--- src/rtl/memory_multiport_pkg.sv ---
// Shared types and helpers for the multi-port word memory and its per-channel handshake timers.
package memory_multiport_pkg;

    localparam int ADDR_W = 32;

    typedef enum logic [1:0] {
        T_IDLE = 2'd0,
        T_WAIT = 2'd1,
        T_DONE = 2'd2
    } timer_state_t;

    function automatic logic [7:0] merge_byte(
        input logic [7:0] old_byte,
        input logic [7:0] new_byte,
        input logic       en
    );
        return en ? new_byte : old_byte;
    endfunction

endpackage

--- src/rtl/memory_multiport_timer.sv ---
// Handshake timer for one channel: counts stable-request edges up to LATENCY, flags the
// completing edge (fire) and exposes ready only while the latched request is still presented.
module memory_multiport_timer
    import memory_multiport_pkg::*;
#(
    parameter int LATENCY = 1
) (
    input  logic clk,
    input  logic reset,
    input  logic valid,
    input  logic req_changed,
    output logic ready,
    output logic fire
);

    localparam int CNT_W = $clog2(LATENCY + 1);
    localparam logic [CNT_W-1:0] CNT_ONE  = CNT_W'(1);
    localparam logic [CNT_W-1:0] CNT_PRE  = CNT_W'(LATENCY - 1);
    localparam logic [CNT_W-1:0] CNT_LAST = CNT_W'(LATENCY);

    timer_state_t     state_r;
    timer_state_t     state_s;
    logic [CNT_W-1:0] cnt_r;
    logic [CNT_W-1:0] cnt_s;
    logic             fire_s;

    // State and counter register
    always_ff @(posedge clk) begin
        if (reset) begin
            state_r <= T_IDLE;
            cnt_r   <= {CNT_W{1'b0}};
        end else begin
            state_r <= state_s;
            cnt_r   <= cnt_s;
        end
    end

    // Next-state: a fresh or altered request always restarts the count at one
    always_comb begin
        state_s = state_r;
        cnt_s   = cnt_r;
        fire_s  = 1'b0;
        if (!valid) begin
            state_s = T_IDLE;
            cnt_s   = {CNT_W{1'b0}};
        end else if ((state_r == T_IDLE) || req_changed) begin
            cnt_s = CNT_ONE;
            if (LATENCY == 1) begin
                state_s = T_DONE;
                fire_s  = 1'b1;
            end else begin
                state_s = T_WAIT;
            end
        end else begin
            case (state_r)
                T_WAIT: begin
                    cnt_s = cnt_r + CNT_ONE;
                    if (cnt_r == CNT_PRE) begin
                        state_s = T_DONE;
                        fire_s  = 1'b1;
                    end else begin
                        state_s = T_WAIT;
                    end
                end
                T_DONE: begin
                    state_s = T_DONE;
                    cnt_s   = CNT_LAST;
                end
                default: begin
                    state_s = T_IDLE;
                    cnt_s   = {CNT_W{1'b0}};
                end
            endcase
        end
    end

    // A request edited while DONE must not see the old completion
    assign ready = (state_r == T_DONE) & valid & ~req_changed;
    assign fire  = fire_s & ~reset;

endmodule

--- src/rtl/memory_multiport.sv ---
// Word-addressed memory with one byte-strobed write channel and NUM_RD independent read
// channels, each behind a LATENCY-cycle level handshake; reads see same-edge writes.
module memory_multiport
    import memory_multiport_pkg::*;
#(
    parameter int ADDR_BITS = 5,
    parameter int DATA_W    = 32,
    parameter int NUM_RD    = 2,
    parameter int LATENCY   = 1
) (
    input  logic                              clk,
    input  logic                              reset,
    input  logic [ADDR_W-1:0]                 in_addr,
    input  logic [DATA_W-1:0]                 in_data,
    input  logic [DATA_W/8-1:0]               in_strb,
    input  logic                              in_valid,
    output logic                              in_ready,
    input  logic [NUM_RD-1:0][ADDR_W-1:0]     out_addr,
    input  logic [NUM_RD-1:0]                 out_valid,
    output logic [NUM_RD-1:0]                 out_ready,
    output logic [NUM_RD-1:0][DATA_W-1:0]     out_data
);

    localparam int WORD_BYTES = DATA_W / 8;
    localparam int OFF_BITS   = $clog2(WORD_BYTES);
    localparam int DEPTH      = 2 ** ADDR_BITS;

    logic [DATA_W-1:0]     mem_r [DEPTH];
    logic [ADDR_W-1:0]     wr_addr_r;
    logic [DATA_W-1:0]     wr_data_r;
    logic [WORD_BYTES-1:0] wr_strb_r;
    logic                  wr_changed_s;
    logic                  wr_fire_s;
    logic [ADDR_BITS-1:0]  wr_idx_s;
    logic [DATA_W-1:0]     wr_merge_s;

    assign wr_idx_s     = in_addr[OFF_BITS +: ADDR_BITS];
    assign wr_changed_s = (in_addr != wr_addr_r) | (in_data != wr_data_r) | (in_strb != wr_strb_r);

    // Write request latch used to detect a changed request
    always_ff @(posedge clk) begin
        if (reset) begin
            wr_addr_r <= {ADDR_W{1'b0}};
            wr_data_r <= {DATA_W{1'b0}};
            wr_strb_r <= {WORD_BYTES{1'b0}};
        end else begin
            wr_addr_r <= in_addr;
            wr_data_r <= in_data;
            wr_strb_r <= in_strb;
        end
    end

    memory_multiport_timer #(.LATENCY(LATENCY)) u_wr_timer (
        .clk         (clk),
        .reset       (reset),
        .valid       (in_valid),
        .req_changed (wr_changed_s),
        .ready       (in_ready),
        .fire        (wr_fire_s)
    );

    // Post-write word: strobed bytes from the request, the rest from the array
    always_comb begin
        wr_merge_s = mem_r[wr_idx_s];
        for (int b = 0; b < WORD_BYTES; b++) begin
            wr_merge_s[8*b +: 8] = merge_byte(mem_r[wr_idx_s][8*b +: 8], in_data[8*b +: 8], in_strb[b]);
        end
    end

    // Array update, once per completed write; contents survive reset
    always_ff @(posedge clk) begin
        if (wr_fire_s) begin
            mem_r[wr_idx_s] <= wr_merge_s;
        end
    end

    for (genvar i = 0; i < NUM_RD; i++) begin : g_rd
        logic [ADDR_W-1:0]    rd_addr_r;
        logic [DATA_W-1:0]    rd_data_r;
        logic [ADDR_BITS-1:0] rd_idx_s;
        logic [DATA_W-1:0]    rd_word_s;
        logic                 rd_changed_s;
        logic                 rd_fire_s;

        assign rd_idx_s     = out_addr[i][OFF_BITS +: ADDR_BITS];
        assign rd_changed_s = (out_addr[i] != rd_addr_r);
        assign rd_word_s    = (wr_fire_s && (rd_idx_s == wr_idx_s)) ? wr_merge_s : mem_r[rd_idx_s];

        memory_multiport_timer #(.LATENCY(LATENCY)) u_rd_timer (
            .clk         (clk),
            .reset       (reset),
            .valid       (out_valid[i]),
            .req_changed (rd_changed_s),
            .ready       (out_ready[i]),
            .fire        (rd_fire_s)
        );

        // Read latch and data; ready high here means the channel stays DONE this edge
        always_ff @(posedge clk) begin
            if (reset) begin
                rd_addr_r <= {ADDR_W{1'b0}};
                rd_data_r <= {DATA_W{1'b0}};
            end else begin
                rd_addr_r <= out_addr[i];
                if (rd_fire_s || out_ready[i]) begin
                    rd_data_r <= rd_word_s;
                end else begin
                    rd_data_r <= rd_data_r;
                end
            end
        end

        assign out_data[i] = rd_data_r;
    end

endmodule

--- config.mk ---
export PLATFORM = sky130hd
export DESIGN_NAME = memory_multiport
export DESIGN_NICKNAME = d
export VERILOG_FILES = /design/src/rtl/memory_multiport_pkg.sv /design/src/rtl/memory_multiport_timer.sv /design/src/rtl/memory_multiport.sv
export SDC_FILE = /design/constraint.sdc
export NUM_CORES = 2
export LEC_CHECK = 0
export BUFFER_PORTS_ARGS = -buffer_cell sky130_fd_sc_hd__buf_2
export CAP_MARGIN = 0
export CORE_MARGIN = 2
export CORE_UTILIZATION = 35
export CTS_CLUSTER_DIAMETER = 150
export DETAILED_ROUTE_END_ITERATION = 8
export REMOVE_ABC_BUFFERS = 1
export SLEW_MARGIN = 15
export SYNTH_ARGS = -nofsm -noshare
export SYNTH_HDL_FRONTEND = slang
export SYNTH_SLANG_ARGS = --single-unit
--- constraint.sdc ---
create_clock -name clk -period 15.1 [get_ports clk]
set_input_delay 3.02 -clock clk [delete_from_list [all_inputs] [get_ports clk]]
set_output_delay 3.02 -clock clk [all_outputs]
set_load 0.02 [all_outputs]
==> metrics.yaml <==
cts_tree: "done"
synth.distinct_cells: 64
netlist_area_um2: 64200
cp_max_fo: 51
clk_latency_ns: 0.81
p_per_area_nw_per_um2: 112
fp.dieH_um: 432
leakagePower_nw: 24.5
nets: 4365
cts_sinks: 1226
yosys_most_used_dff: "edfxtp_1"
worst_hold_path.endpoint: "g_rd[0].u_rd_timer.state_r[0]"
synth_top_family_by_area: "multiplexers"
wl_per_cell_um: 36.4
cts_buffers: 137
fin_cells: 6720
dr.pass1.iters: 6
cap_viol_max_count: 0
final_util: 0.400
worst_pin_slew_ns: 1.21
yosysTopAreaCell: "edfxtp_1"
grt_setup_unrepaired: "no"
hold_class: "register to register"
dieArea_um2: 187000
synthMuxAreaShare: 0.297
clkTransAtPathRegs_ns: 0.06
drive_above_1_share: 0.325
gp_congestion: 0.883
grt.total_usage: 0.259
status: "completed"
r2r_slack_ns: 10.49
routed_wl_um: 244000
drtIter0Drc: 6247
overflow: 0
clockBufferDepth: 3
r2r_cells: 9
synth-compound-area-share: 0.0583
ctsResizeCount: 0
synth_seq_cells: 1226
fin_crit_ns: 9.92
hpwl_um: 147000
remaining_drc_errors: 0
netlist_top_cells_count: "edfxtp_1 (1024), mux4_2 (691), mux2i_1 (301)"
postCtsSetupBuffers: 0
setup_viol: 0
nFillCells: 16600
power_w: 0.00820
yosys.area_share.simple: 0.0517
grt_first_pass_wirelength_um: 338000
avgSynthCellArea_um2: 15.9
worstHoldStart: "g_rd[0].u_rd_timer.state_r[1]"
seq_area_frac_synth: 0.542
core_region_area_um2: 183000
port_buffers: 203
fin_skew_ns: 0.0341
finalHoldViolCount: 0
dpl.cell_count: 6460
hold_depth: 2
crit_required_ns: 12.08
start_kind: "primary input"
ant_nets: 0
async_flop_share: 0
fmax_mhz: 101
setup_tns_ns: 0
synth_top_area_frac: 0.479
ioPinCount: 204
max-vdd-ir-drop_mv: 0.0892
avgViaCountPerCell: 6.47
grt_pass1_vias: 43200
synth_most_common_cell: "edfxtp_1"
vias: 43500
start_util: 0.352
synth_adder_area_share: 0.00214
criticalPathCategory: "primary input to output pin"
max_slew_margin: 0.187
critPathCaptureType: "output pin"
cts_max_level: 4
reg2reg_from: "wr_strb_r[3]"
postCtsHoldBufs: 0
grt_max_degree: 112
final-max-slew-violation-count: 0
die-width_um: 432
cts-root-buf: "clkbuf_16"
synth.top_cells.by_area: "edfxtp_1 (48%), mux4_2 (24%), dfxtp_1 (6.3%)"
r2r_end: "g_rd[0].rd_data_r[24]"
synth_enable_flop_cells: 1024
synth_xor_area_frac: 0.0194
rows: 157
yosysWarnings: 0
fin_crit_sh: 0.657
area.growth.synth_to_final_pct: 13.9
grt_antenna_before_repair: 13
synth_cells: 4028
worstPathArrival_ns: 6.90
[critical path: stages]
cell and delay [ns]:
buf_8 0.47, xor2_1 0.15, nor4_1 1.03, nand4_1 0.60, nor4_1 1.08, buf_4 0.28
buf_2 0.17
[layout by cell type (no fill, tap or decap), types with 17 or more instances in the layout]
master and n:
edfxtp_1 1024, mux4_2 691, mux2i_1 301, nand2_1 219
dfxtp_1 202, buf_2 194, buf_4 182, clkbuf_16 149
a22oi_1 142, nor2b_1 131, nor2_1 117, xor2_1 110
o21ai_0 93, o211ai_1 61, inv_1 58, a21oi_1 50
mux2_2 46, nor4_1 45, a221oi_1 40, xnor2_1 31
nand3_1 29, clkbuf_1 27, a32oi_1 24, nor3_1 23
nor3_2 23, a211oi_1 22, nand4_1 20, o22ai_1 18
clkinv_2 18, clkbuf_8 18, clkinv_1 17
[area by class of cell]
type | count | area (µm²) | share of cell area
Sequential cell | 1226 | 34800 | 0.476
Multi-Input combinational cell | 2400 | 27900 | 0.382
Inverter | 61 | 234 | 0.00320
Clock buffer | 195 | 4080 | 0.0557
Timing Repair Buffer | 391 | 2570 | 0.0351
Tap cell | 2385 | 2980 | 0.0408
Antenna cell | 10 | 25.0 | 0.000342
Clock inverter | 52 | 527 | 0.00720
[stage by stage]
step	cell area, µm²	hold WS (ns)	setup WS [ns]
6_report	73100	0.470	5.18
3_5_place_dp	68500	0.460	5.42
5_1_grt	73100	0.491	5.33
4_1_cts	73100	0.471	5.43
3_3_place_gp	68500	0.451	5.02
2_1_floorplan	62600	0.439	7.41
[logic make-up after synthesis]
kind of cell,count (synthesis)
muxes,1038
buffers and inverters,402
adders and majority gates,11
and+or+nand+nor,683
AOI/OAI and AO/OA,526
DFF,1226
xor gates and xnor gates,142
[worst max path at each step]
stage	start	end	slack [ns]	cells past startpoint
CTS	in_addr[2]	in_ready	5.43	7
floorplan	in_addr[4]	mem_r[0][0]	7.41	3
global placement	in_data[8]	in_ready	5.02	7
global route	in_addr[2]	in_ready	5.33	7
detailed placement	in_addr[2]	in_ready	5.42	7
finish	in_addr[2]	in_ready	5.18	7
[flip-flops by register name, indices dropped and copies added, names as in the netlist]
| signal | count |
|---|---|
| mem_r | 1024 |
| g_rd.rd_addr_r | 64 |
| g_rd.rd_data_r | 64 |
| wr_addr_r | 32 |
| wr_data_r | 32 |
| g_rd.u_rd_timer.state_r | 4 |
| wr_strb_r | 4 |
| u_wr_timer.state_r | 2 |
[report_power, final]
part / switching (W) / total (W) / leakage (nW) / internal, W
Sequential: 0.0000265 / 0.00379 / 10.9 / 0.00376
Clock: 0.00142 / 0.00345 / 2.26 / 0.00203
Combinational: 0.000619 / 0.000962 / 11.3 / 0.000344
Total: 0.00206 / 0.00820 / 24.5 / 0.00614
[layer usage]
| metal | vias to the layer above | global-route usage | share of wire |
|---|---|---|---|
| met3 | 725 | 0.0774 | 0.13 |
| li1 | 17000 | - | - |
| met4 | 16 | 0.156 | 0.067 |
| met5 | - | 0 | 0.00043 |
| met2 | 3289 | 0.394 | 0.45 |
| met1 | 22400 | 0.327 | 0.36 |
Note: power is estimated with default switching activity, not from simulation.
